===== src/rtl/fifo2uart_pkg.sv =====
// Shared types and helpers for the FIFO-to-UART packer family.
// Holds the state encoding, byte-count math and the default frame sync byte.
package fifo2uart_pkg;

  typedef enum logic [2:0] {
    IDLE     = 3'd0,
    RDREQ    = 3'd1,
    LATCH    = 3'd2,
    SEND     = 3'd3,
    WAIT     = 3'd4,
    HDR_SEND = 3'd5,
    HDR_WAIT = 3'd6
  } state_t;

  localparam logic [7:0] DEFAULT_HDR = 8'hA5;

  function automatic int nbytes(input int data_w);
    return (data_w + 7) / 8;
  endfunction

  // Counter/index width for n distinct values; never below one bit.
  function automatic int sel_w(input int n);
    return (n <= 1) ? 1 : $clog2(n);
  endfunction

endpackage


===== src/rtl/fifo2uart_packer_if.sv =====
// FIFO read side and UART transmit side of the packer, bundled as one interface.
// Handshake: fifo_rdreq and uart_en_send are single-cycle strobes; uart_data is held until uart_tx_done pulses for one cycle.
interface fifo2uart_packer_if #(
  parameter int DATA_W = 12
);

  logic              fifo_rdreq;
  logic [DATA_W-1:0] fifo_data;
  logic              fifo_empty;
  logic              fifo_full;
  logic              uart_en_send;
  logic [7:0]        uart_data;
  logic              uart_tx_done;

  modport master (
    output fifo_rdreq,
    output uart_en_send,
    output uart_data,
    input  fifo_data,
    input  fifo_empty,
    input  fifo_full,
    input  uart_tx_done
  );

  modport slave (
    input  fifo_rdreq,
    input  uart_en_send,
    input  uart_data,
    output fifo_data,
    output fifo_empty,
    output fifo_full,
    output uart_tx_done
  );

endinterface


===== src/rtl/fifo2uart_packer_byte_sel.sv =====
// Picks one byte out of a zero-padded multi-byte word, LSB-first or MSB-first.
// Purely combinational so other packers can reuse it.
module byte_sel #(
  parameter int NBYTES    = 2,
  parameter int IDX_W     = 1,
  parameter bit MSB_FIRST = 1'b0
) (
  input  logic [NBYTES*8-1:0] word,
  input  logic [IDX_W-1:0]    idx,
  output logic [7:0]          sel_byte
);

  logic [IDX_W-1:0] k;

  always_comb begin
    k        = MSB_FIRST ? (IDX_W'(NBYTES - 1) - idx) : idx;
    sel_byte = 8'h00;
    for (int i = 0; i < NBYTES; i++) begin
      if (k == IDX_W'(i)) sel_byte = word[i*8 +: 8];
    end
  end

endmodule


===== src/rtl/fifo2uart_packer.sv =====
// Drains one FIFO word at a time and sends it as ceil(DATA_W/8) UART bytes.
// Define FIFO2UART_HDR_EN to prefix every FRAME_LEN words with a HDR_BYTE sync byte.
module fifo2uart_packer
  import fifo2uart_pkg::*;
#(
  parameter int         DATA_W    = 12,
  parameter bit         MSB_FIRST = 1'b0,
  parameter int         FRAME_LEN = 256,
  parameter logic [7:0] HDR_BYTE  = DEFAULT_HDR
) (
  input  logic                clk,
  input  logic                rst_n,
  input  logic                enable,
  input  logic                overrun_clr,
  fifo2uart_packer_if.master  bus,
  output logic                busy,
  output logic                overrun,
  output state_t              state_dbg
);

  localparam int NBYTES = nbytes(DATA_W);
  localparam int IDX_W  = sel_w(NBYTES);
  localparam int PAD_W  = NBYTES * 8;
  localparam logic [IDX_W-1:0] LAST_IDX = IDX_W'(NBYTES - 1);

  state_t            state_q, state_d;
  logic [IDX_W-1:0]  idx_q, idx_d;
  logic [PAD_W-1:0]  shift_q;
  logic [7:0]        sel_byte;
  logic              start;

  assign start = enable && !bus.fifo_empty;

`ifdef FIFO2UART_HDR_EN
  localparam int CNT_W = sel_w(FRAME_LEN);
  logic [CNT_W-1:0] word_cnt_q;
  logic             word_done;

  assign word_done = (state_q == WAIT) && bus.uart_tx_done && (idx_q == LAST_IDX);

  // Position of the next word within the frame; zero means a header is due.
  always_ff @(posedge clk) begin
    if (!rst_n) begin
      word_cnt_q <= '0;
    end else if (word_done) begin
      word_cnt_q <= (word_cnt_q == CNT_W'(FRAME_LEN - 1)) ? '0 : word_cnt_q + 1'b1;
    end
  end
`endif

  always_comb begin
    state_d = state_q;
    idx_d   = idx_q;
    unique case (state_q)
      IDLE: begin
        if (start) begin
`ifdef FIFO2UART_HDR_EN
          state_d = (word_cnt_q == '0) ? HDR_SEND : RDREQ;
`else
          state_d = RDREQ;
`endif
        end
      end
`ifdef FIFO2UART_HDR_EN
      HDR_SEND: state_d = HDR_WAIT;
      HDR_WAIT: if (bus.uart_tx_done) state_d = RDREQ;
`endif
      RDREQ: state_d = LATCH;
      LATCH: begin
        idx_d   = '0;
        state_d = SEND;
      end
      SEND: state_d = WAIT;
      WAIT: begin
        if (bus.uart_tx_done) begin
          if (idx_q == LAST_IDX) begin
            state_d = IDLE;
          end else begin
            idx_d   = idx_q + 1'b1;
            state_d = SEND;
          end
        end
      end
      default: state_d = IDLE;
    endcase
  end

  always_ff @(posedge clk) begin
    if (!rst_n) begin
      state_q <= IDLE;
      idx_q   <= '0;
      shift_q <= '0;
    end else begin
      state_q <= state_d;
      idx_q   <= idx_d;
      if (state_q == LATCH) shift_q <= PAD_W'(bus.fifo_data);
    end
  end

  // Set has priority so a full flag coinciding with a clear is never lost.
  always_ff @(posedge clk) begin
    if (!rst_n) begin
      overrun <= 1'b0;
    end else if (bus.fifo_full) begin
      overrun <= 1'b1;
    end else if (overrun_clr) begin
      overrun <= 1'b0;
    end
  end

  byte_sel #(
    .NBYTES    (NBYTES),
    .IDX_W     (IDX_W),
    .MSB_FIRST (MSB_FIRST)
  ) u_byte_sel (
    .word     (shift_q),
    .idx      (idx_q),
    .sel_byte (sel_byte)
  );

  assign bus.fifo_rdreq   = (state_q == RDREQ);
  assign bus.uart_en_send = (state_q == SEND) || (state_q == HDR_SEND);
  assign bus.uart_data    = ((state_q == HDR_SEND) || (state_q == HDR_WAIT)) ? HDR_BYTE : sel_byte;
  assign busy             = (state_q != IDLE);
  assign state_dbg        = state_q;

endmodule


===== src/flat_wrapper.sv =====
// flat-port wrapper written by rule: the top's interface ports become plain ports
module fifo2uart_packer_flat import fifo2uart_pkg::*;
#(
  parameter int         DATA_W    = 12,
  parameter bit         MSB_FIRST = 1'b0,
  parameter int         FRAME_LEN = 256,
  parameter logic [7:0] HDR_BYTE  = DEFAULT_HDR
)
  (clk, rst_n, enable, overrun_clr, busy, overrun, state_dbg, bus_fifo_rdreq, bus_uart_en_send, bus_uart_data, bus_fifo_data, bus_fifo_empty, bus_fifo_full, bus_uart_tx_done);
  fifo2uart_packer_if #(.DATA_W(DATA_W)) bus_i ();
  input  logic clk;
  input  logic rst_n;
  input  logic enable;
  input  logic overrun_clr;
  output logic busy;
  output logic overrun;
  output state_t state_dbg;
  output wire logic [$bits(bus_i.fifo_rdreq)-1:0] bus_fifo_rdreq;
  output wire logic [$bits(bus_i.uart_en_send)-1:0] bus_uart_en_send;
  output wire logic [$bits(bus_i.uart_data)-1:0] bus_uart_data;
  input wire logic [$bits(bus_i.fifo_data)-1:0] bus_fifo_data;
  input wire logic [$bits(bus_i.fifo_empty)-1:0] bus_fifo_empty;
  input wire logic [$bits(bus_i.fifo_full)-1:0] bus_fifo_full;
  input wire logic [$bits(bus_i.uart_tx_done)-1:0] bus_uart_tx_done;
  assign bus_fifo_rdreq = bus_i.fifo_rdreq;
  assign bus_uart_en_send = bus_i.uart_en_send;
  assign bus_uart_data = bus_i.uart_data;
  assign bus_i.fifo_data = bus_fifo_data;
  assign bus_i.fifo_empty = bus_fifo_empty;
  assign bus_i.fifo_full = bus_fifo_full;
  assign bus_i.uart_tx_done = bus_uart_tx_done;
  fifo2uart_packer #(.DATA_W(DATA_W), .MSB_FIRST(MSB_FIRST), .FRAME_LEN(FRAME_LEN), .HDR_BYTE(HDR_BYTE)) u_core (.clk(clk), .rst_n(rst_n), .enable(enable), .overrun_clr(overrun_clr), .bus(bus_i), .busy(busy), .overrun(overrun), .state_dbg(state_dbg));
endmodule

===== config.mk =====
export PLATFORM = sky130hd
export DESIGN_NAME = fifo2uart_packer_flat
export DESIGN_NICKNAME = d
export VERILOG_FILES = /design/src/rtl/fifo2uart_pkg.sv /design/src/rtl/fifo2uart_packer_if.sv /design/src/rtl/fifo2uart_packer_byte_sel.sv /design/src/rtl/fifo2uart_packer.sv /design/src/flat_wrapper.sv
export SDC_FILE = /design/constraint.sdc
export NUM_CORES = 1
export LEC_CHECK = 0
export CORE_MARGIN = 3
export CORE_UTILIZATION = 44
export DETAILED_ROUTE_END_ITERATION = 6
export PLACE_DENSITY = 0.84
export SETUP_SLACK_MARGIN = 0.4
export SLEW_MARGIN = 10
export SYNTH_ARGS = -nofsm -noshare
export SYNTH_HDL_FRONTEND = slang
export SYNTH_SLANG_ARGS = --single-unit

===== constraint.sdc =====
create_clock -name clk -period 3 [get_ports clk]
set_input_delay 0.9 -clock clk [delete_from_list [all_inputs] [get_ports clk]]
set_output_delay 0.9 -clock clk [all_outputs]
set_load 0.05 [all_outputs]

# ---- Word level (Yosys, flattened, before mapping)
# Cells that the tools add are included.
dict set report totals {
  reg_bits 17
  inputBits 19
  out_inout_bits 15
}
dict set report op_classes {
  add_sub_neg 1
  eq_ne 8
  muxes 11
  n_reduce_logical 10
}
# op count
set op_table {}
lappend op_table {{8-bit two-way mux} 2}
lappend op_table {{3-bit one-hot mux with 5 select lines} 1}
lappend op_table {{3-bit equality test, second input constant} 3}
lappend op_table {{3-bit by 2-bit equality test with 1-bit output, second input constant} 2}
lappend op_table {{3-bit two-way mux} 2}
lappend op_table {{1-bit two-way mux} 4}
lappend op_table {{2-bit AND reduction} 2}
lappend op_table {{2-bit nonzero test} 2}
lappend op_table {{3-bit by 1-bit equality test with 1-bit output, second input constant} 1}
lappend op_table {{3-bit logical NOT} 1}
lappend op_table {{3-bit nonzero test} 1}
lappend op_table {{1-bit logical OR} 2}
lappend op_table {{2-bit two-way mux} 1}
lappend op_table {{2-bit by 1-bit != test with 1-bit output, second input constant} 1}
lappend op_table {{2-bit != test, second input constant} 1}
lappend op_table {{1-bit one-hot mux with 2 select lines} 1}
lappend op_table {{1-bit adder, second input constant} 1}
lappend op_table {{1-bit logical AND} 1}
lappend op_table {{1-bit logical NOT} 1}

# ---- Longest topological paths before layout
# Gate-level depths: netlist of run 1.
dict set report logic_depth {
  word_depth 4
  mapped_depth 5
}

# ---- By module
# Synthesis of run 1 repeated with hierarchy kept, for this count alone.
dict set report hier_totals {
  cells_unflattened 92
  hier_area_um2 953.4
}
# module instances cells_per_inst area_per_inst_um2 seq_area_each_um2
set by_module_without_submodules {}
lappend by_module_without_submodules {fifo2uart_packer 1 83 822.0 340.3}
lappend by_module_without_submodules {byte_sel 1 9 131.4 0.0}

# ---- Worst setup path before layout of run 1
# No wires, ideal clock.
dict set report synth_path {
  path_kind {flip-flop to output port}
  from {register u_core.state_q[0] (netlist: u_core.state_dbg[0])}
  to {output bus_fifo_rdreq}
  t_arrival_ps 1990
  required_time_ps 2100
  setup_slack_ps 110
  path_stages_with_launch 4
  n_path_buf 1
  cell_sequence {dfxtp_1 > buf_6 > inv_1 > nor3_1}
}
dict set report synth_via {
  elab_chain_cells 1
}
# element line
set synth_lines {}
lappend synth_lines {{from (decl)} fifo2uart_packer.sv:26} ;# state_t state_q, state_d;
lappend synth_lines {{from (signal assigned)} fifo2uart_packer.sv:94} ;# state_q <= state_d;
lappend synth_lines {{3-bit by 1-bit equality test with 1-bit output} fifo2uart_packer.sv:121} ;# assign bus.fifo_rdreq = (state_q == RDREQ);
lappend synth_lines {{to (decl)} flat_wrapper.sv:18} ;# output wire logic [$bits(bus_i.fifo_rdreq)-1:0] bus_fifo_rdreq;
# Every way passes these cells.

# ---- Worst setup path in the final report of run 1
dict set report layout_path {
  from {register u_core.state_q[0] (netlist: u_core.state_dbg[0])}
  to {output bus_uart_data[6]}
}
dict set report layout_via {
  elab_chain_cells 3
  elab_cells_between_ends 4
  classes_between {2 x eq/ne; 1 x mux; 1 x reduce/logical}
}
# element line
set layout_lines {}
lappend layout_lines {{3-bit equality test} fifo2uart_packer.sv:123} ;# assign bus.uart_data = ((state_q == HDR_SEND) || (state_q == HDR_WAIT)) ? HDR_BYTE : sel_byte;
lappend layout_lines {{1-bit logical OR *} fifo2uart_packer.sv:123}
lappend layout_lines {{8-bit two-way mux *} fifo2uart_packer.sv:123}
lappend layout_lines {{to (decl)} flat_wrapper.sv:20} ;# output wire logic [$bits(bus_i.uart_data)-1:0] bus_uart_data;
# Every way passes the cells marked *; elsewhere a longest branch is shown, timed or not.

==> results of run 1 <==
==> registers in the layout, summed over array words and instances, names as in the netlist <==
name              count
u_core.idx_q          1
u_core.state_dbg      3
u_core.overrun        1
u_core.shift_q       12
==> timing repair <==
item,CTS,global route
pin swaps,0,0
setup endpoints to repair,8,5
setup buffers,0,0
hold buffers,0,0
resized for setup,10,7
hold endpoints to repair,0,0
==> cell usage in the layout, fill, tap and decap left out, types with 3 or more instances in the layout <==
master           synthesis  final
buf_4                    2      6
nand2_1                 28     28
mux2i_1                  4      4
dfxtp_1                 17     15
a21oi_1                 15     15
clkdlybuf4s50_1          0     20
nor2_1                   6      5
clkbuf_4                 0      3
inv_1                    5      5
dlygate4sd2_1            0      3
==> kinds of logic (layout without fill, tap and decap cells) <==
family | count (synthesis) | after routing
xor gates and xnor gates | 2 | 2
AOI/OAI and AO/OA | 24 | 24
buffers and inverters | 12 | 43
muxes | 4 | 4
DFF | 17 | 17
and+or+nand+nor | 45 | 45
==> cells in the mapped netlist (2+ instances only) <==
master,n
inv_1,5
a21oi_1,15
o21ai_0,2
buf_2,2
nor2_1,6
buf_4,2
a21o_1,2
mux2i_1,4
dfxtp_1,17
buf_6,2
nand2_1,28
and3_1,2
==> layer usage <==
layer,global-route usage,part of all wire,vias to the layer above
met5,0,0,-
met4,0.01896,0,0
met3,0.05810,0.057,0
met2,0.3058,0.52,20
met1,0.1884,0.42,366
li1,-,-,411
==> metrics by stage <==
stage / hold slack, ns / setup slack [ns] / util
2_1_floorplan: 0.4321 / 0.2450 / -
3_3_place_gp: 0.4395 / 0.4124 / 0.6920
3_5_place_dp: 0.4511 / 0.3135 / 0.6920
4_1_cts: 0.4642 / 0.3777 / 0.7074
5_1_grt: 0.4837 / 0.4344 / 0.7074
6_report: 0.4643 / 0.5137 / 0.7074
==> worst max-delay path by stage <==
stage	to	slack [ns]	depth (start not counted)
2_1_floorplan	bus_uart_data[1]	0.25	4
3_3_place_gp	bus_uart_data[4]	0.41	4
3_5_place_dp	bus_uart_data[4]	0.31	4
4_1_cts	bus_uart_data[4]	0.38	4
5_1_grt	bus_uart_data[6]	0.43	4
6_report	bus_uart_data[6]	0.51	4
==> power breakdown <==
group          switching (mW)  total [mW]  internal [mW]
combinational          0.0686       0.117         0.0489
clock                  0.0750       0.125         0.0496
sequential            0.00765       0.242          0.234
==> final cells by class <==
cell class,count,area (µm²),area share
Clock buffer,3,22.52,0.01954
Clock inverter,1,5.005,0.004343
Multi-Input combinational cell,75,412.9,0.3583
Sequential cell,17,345.3,0.2997
Timing Repair Buffer,34,317.8,0.2758
Inverter,5,18.77,0.01629
Tap cell,24,30.03,0.02606
==> critical path, cell delays in order (launching register included) <==
cell and delay, ns:
dfxtp_4 0.41, xor2_1 0.20, nand2_1 0.14, and3_1 0.21, clkdlybuf4s15_2 0.33
==> impl_metrics.py, run 1 <==
metrics = {
    "synth": {
        "ys.flop_type": "dfxtp_1",
        "syn_nets": 123,
        "synthTopCellsByArea": "dfxtp_1 (42%), nand2_1 (13%), a21oi_1 (9.2%)",
        "ys_warn_count": 0,
        "synth_mux_area_frac": 0.04908,
        "syn_inst": 104,
        "synth_top_area_frac": 0.4172,
        "synthArstFlopShare": 0,
        "synth-xor-area-share": 0.02147,
        "synthSimpleGateAreaFrac": 0.2546,
        "post_synth_instance_area_um2": 815.8,
        "synth_edf_count": 0,
        "yosysTopAreaCell": "dfxtp_1",
        "avgSynthCellArea_um2": 7.844,
        "ys_seq_area_frac": 0.4172,
        "ys_ff_latch": 17,
        "synth_fa_ha_area_frac": 0,
        "synth.distinct_cells": 29,
        "synth_top_family_by_area": "simple AND/OR/NAND/NOR gates",
        "synth_compound_area_frac": 0.1718,
    },
    "sta": {
        "tightest_slew_ns": 0.8175,
        "rsz0062_at_grt": "false",
        "finalCriticalPeriod_ns": 2.486,
        "relSlewSlack": 0.4526,
        "fmax_mhz": 402.2,
        "hold_viol_final": 0,
        "maxSlewViolCount": 0,
        "finalSetupTns_ns": 0,
        "fin_skew_ns": 0.005312,
        "finalCritPeriodShare": 0.8288,
        "finalSetupViolCount": 0,
    },
    "setup_path": {
        "worstSetupStartpoint": "u_core.state_dbg[0]",
        "r2r_start": "u_core.state_dbg[1]",
        "cp-start-kind": "flip-flop",
        "cp.arrival_ns": 1.59,
        "crit_path_end_kind": "output port",
        "reg2reg_to": "u_core.shift_q[0]",
        "crit_fanout": 10,
        "reg2regPathDepth": 4,
        "r2r_slack_ns": 1.39,
        "critPathRequiredTime_ns": 2.10,
        "critPathKind": "flip-flop to output port",
    },
    "worst_hold_path": {
        "hold_path_class": "flip-flop to flip-flop",
        "hold_end": "u_core.shift_q[1]",
        "holdPathStages": 2,
        "min-delay-start": "u_core.shift_q[1]",
    },
    "routing": {
        "drt_iter0_drc": 13,
        "via_count": 797,
        "dr.pass1.iters": 6,
        "routed_wl_um": 1898,
        "drt-wirelength-per-cell_um": 11.94,
        "drc": 0,
        "antenna_left": 0,
        "vias_per_cell": 5.013,
    },
    "power_and_ir_drop": {
        "ir_worst_vdd_v": 0.0003473,
        "p_leak_nw": 0.5132,
        "power_mw": 0.4838,
        "power_density_nw_per_um2": 419.9,
    },
    "global_route": {
        "grt_remaining_overflow": 0,
        "grt_start_max_net_pins": 17,
        "grt_pass1_wl_um": 3194,
        "track_usage": 0.1669,
        "antenna_found_initial": 0,
        "grt_pass1_vias": 739,
    },
    "die": {
        "ios": 34,
        "initial_utilization": 0.5008,
        "design.core.area_um2": 1629,
        "die_area_um2": 2407,
        "fp.dieH_um": 49.06,
        "rows": 14,
        "die_w_um": 49.06,
    },
    "clock_tree": {
        "cts_buffers": 3,
        "clk_latency_ns": 0.29,
        "clockBufferDepth": 2,
        "cts_sinks": 17,
        "clk_pin_slew_ns": 0.10,
        "cts_max_level": 1,
        "cts_tree": "done",
        "cts_root_buffer": "clkbuf_4",
    },
    "flow_run": {
        "cap_viol_max_count": 0,
    },
    "placed_design": {
        "place_congestion": 0.7287,
        "dp_hpwl_um": 1435,
        "place_inst": 155,
        "place_area_um2": 1127,
        "portBuffers": 33,
    },
    "finish": {
        "drive_gt1_frac": 0.1407,
        "area_growth_syn_to_layout_pct": 41.26,
        "fin_cells": 159,
        "fill_cells": 143,
        "finalInstanceArea_um2": 1152,
        "nets": 155,
        "num_antenna_cells": 0,
    },
    "status": {
        "outcome": "finished, final reports clean",
    },
}
No activity file was read; power rests on OpenSTA's default activity.
==> run 2: changes to the inputs <==
--- a/config.mk
+++ b/config.mk
@@ -6,9 +6,9 @@
 export NUM_CORES = 1
 export LEC_CHECK = 0
 export CORE_MARGIN = 3
-export CORE_UTILIZATION = 44
+export CORE_UTILIZATION = 37
 export DETAILED_ROUTE_END_ITERATION = 6
-export PLACE_DENSITY = 0.84
+export PLACE_DENSITY = 0.76
 export SETUP_SLACK_MARGIN = 0.4
 export SLEW_MARGIN = 10
 export SYNTH_ARGS = -nofsm -noshare
==> constraint.sdc (replaced) <==
create_clock -name clk -period 2.1 [get_ports clk]
set_input_delay 0.63 -clock clk [delete_from_list [all_inputs] [get_ports clk]]
set_output_delay 0.63 -clock clk [all_outputs]
set_load 0.05 [all_outputs]
==> run 2 against run 1 <==
Compared with the run above: critical path depth stayed put; cell count up 5.7%; utilization shrank 0.44 points; sequential share of layout area fell by 5.0 points; combinational power increased by 90%; hold slack improved by 0.016 ns; clock power up 42%; global-route usage grew 0.12 points; worst setup slack got worse by 0.41 ns; count of clock-buffer cells in the layout did not move; first-iteration DRC count fell by 15%; highest routed layer is now met4.
==> impl_metrics.py, run 2 (synthesis gave the netlist of run 1 again) <==
metrics = {
    "sta": {
        "finalCritPeriodShare": 0.9496,
        "hold_viol_final": 0,
        "relSlewSlack": 0.7122,
        "fmax_mhz": 501.5,
        "finalSetupTns_ns": 0,
        "finalCriticalPeriod_ns": 1.994,
        "tightest_slew_ns": 0.4209,
        "rsz0062_at_grt": "true",
        "finalSetupViolCount": 0,
        "fin_skew_ns": 0.003470,
        "maxSlewViolCount": 0,
    },
    "global_route": {
        "grt_start_max_net_pins": 17,
        "grt_remaining_overflow": 0,
        "grt_pass1_vias": 774,
        "track_usage": 0.1680,
        "antenna_found_initial": 0,
        "grt_pass1_wl_um": 3505,
    },
    "setup_path": {
        "max_stage_delay_ns": 0.37,
        "cp.arrival_ns": 1.36,
        "path_cells": "xor2_2, and2_4, a21o_4, buf_12",
        "crit_fanout": 4,
        "cp-start-kind": "flip-flop",
        "crit_path_end_kind": "output port",
        "reg2regPathDepth": 5,
        "critPathKind": "flip-flop to output port",
        "critPathRequiredTime_ns": 1.47,
        "critPathSlowestCell": "dfxtp_4",
    },
    "clock_tree": {
        "cts_tree": "done",
        "cts_max_level": 1,
        "cts_sinks": 17,
        "cts_root_buffer": "clkbuf_4",
        "cts_buffers": 3,
        "clk_pin_slew_ns": 0.10,
        "clk_latency_ns": 0.29,
        "postCtsHoldBufs": 0,
        "clockBufferDepth": 2,
    },
    "finish": {
        "nets": 161,
        "final_core_util": 0.7030,
        "largest_reg_flops": 12,
        "drive_gt1_frac": 0.3475,
        "fin_cells": 168,
        "finalInstanceArea_um2": 1421,
        "fill_cells": 159,
        "regMostFlops": "u_core.shift_q",
        "final_common_cell": "nand2_1",
        "num_antenna_cells": 0,
        "area_growth_syn_to_layout_pct": 74.23,
        "most-common-layout-cells": "nand2_1 (25), clkdlybuf4s50_1 (18), a21oi_1 (15), dfxtp_1 (13), buf_12 (10)",
    },
    "die": {
        "die_w_um": 52.96,
        "initial_utilization": 0.4035,
        "design.core.area_um2": 2022,
        "rows": 16,
        "ios": 34,
        "die_area_um2": 2804,
        "fp.dieH_um": 52.96,
    },
    "routing": {
        "via_count": 834,
        "drc": 0,
        "drt-wirelength-per-cell_um": 13.15,
        "drt_iter0_drc": 11,
        "antenna_left": 0,
        "highest_layer": "met4",
        "dr.pass1.iters": 4,
        "route.met2.wl_um": 1215,
        "vias_per_cell": 4.964,
        "wl_met3_um": 69,
        "routed_wl_um": 2209,
        "wl_met1_um": 867,
    },
    "worst_hold_path": {
        "holdPathStages": 2,
        "hold_path_class": "flip-flop to flip-flop",
    },
    "placed_design": {
        "place_congestion": 0.8070,
        "place_area_um2": 1309,
        "portBuffers": 33,
        "dp_hpwl_um": 1594,
        "place_inst": 159,
    },
    "power_and_ir_drop": {
        "power_mw": 0.7414,
        "ir_worst_vdd_v": 0.0004430,
        "p_leak_nw": 0.5389,
        "power_density_nw_per_um2": 521.6,
    },
    "flow_run": {
        "cap_viol_max_count": 0,
    },
    "status": {
        "outcome": "finished, final reports clean",
    },
}
[run 2: critical path, delay by kind of cell (launching register included)]
kind	cells	cell delay (ns)
xor gates and xnor gates	1	0.18
buffers and inverters	1	0.14
AOI/OAI and AO/OA	1	0.19
DFF	1	0.37
and+or+nand+nor	1	0.19
[run 2: worst paths after layout]
path / startpoint / end / slack [ns]
worst max-delay path: u_core.state_dbg[1] / bus_uart_data[5] / 0.11
worst min-delay path: u_core.shift_q[8] / u_core.shift_q[8] / 0.48
worst max register to register: u_core.state_dbg[1] / u_core.idx_q / 0.51
worst min register to register: u_core.shift_q[8] / u_core.shift_q[8] / 0.48
[run 2: metal layers]
metal,vias up,track usage
met2,19,0.2913
met3,6,0.02254
li1,423,-
met1,386,0.2034
met5,-,0
met4,0,0.07660
[run 2: final cells by class]
type                       count  area [µm²]  share of cell area
multi-input combinational     75       500.5              0.3521
timing repair buffer          40       485.5              0.3416
sequential                    17       355.3              0.2500
tap                           27       33.78             0.02377
clock buffer                   3       22.52             0.01585
inverter                       5       18.77             0.01320
clock inverter                 1       5.005            0.003521
[run 2: repair_timing]
item / in CTS / in global routing
buffers inserted: 4 / 1
resized for setup: 9 / 3
pin swaps: 1 / 0
setup endpoints to repair: 11 / 12
[run 2: per-stage QoR]
stage | worst slack (ns) | hold slack (ns)
4_1_cts | 0.1100 | 0.4829
5_1_grt | 0.05940 | 0.5034
6_report | 0.1059 | 0.4798
2_1_floorplan | 0.3197 | 0.4357
3_3_place_gp | 0.3908 | 0.4429
3_5_place_dp | 0.3611 | 0.4535
[run 2: power breakdown]
| group | total (mW) | internal (mW) | switching [mW] | leakage (nW) |
|---|---|---|---|---|
| clock network | 0.177 | 0.0707 | 0.106 | 0.0177 |
| logic | 0.222 | 0.109 | 0.113 | 0.380 |
| registers | 0.343 | 0.331 | 0.0112 | 0.141 |
| total | 0.741 | 0.511 | 0.230 | 0.539 |
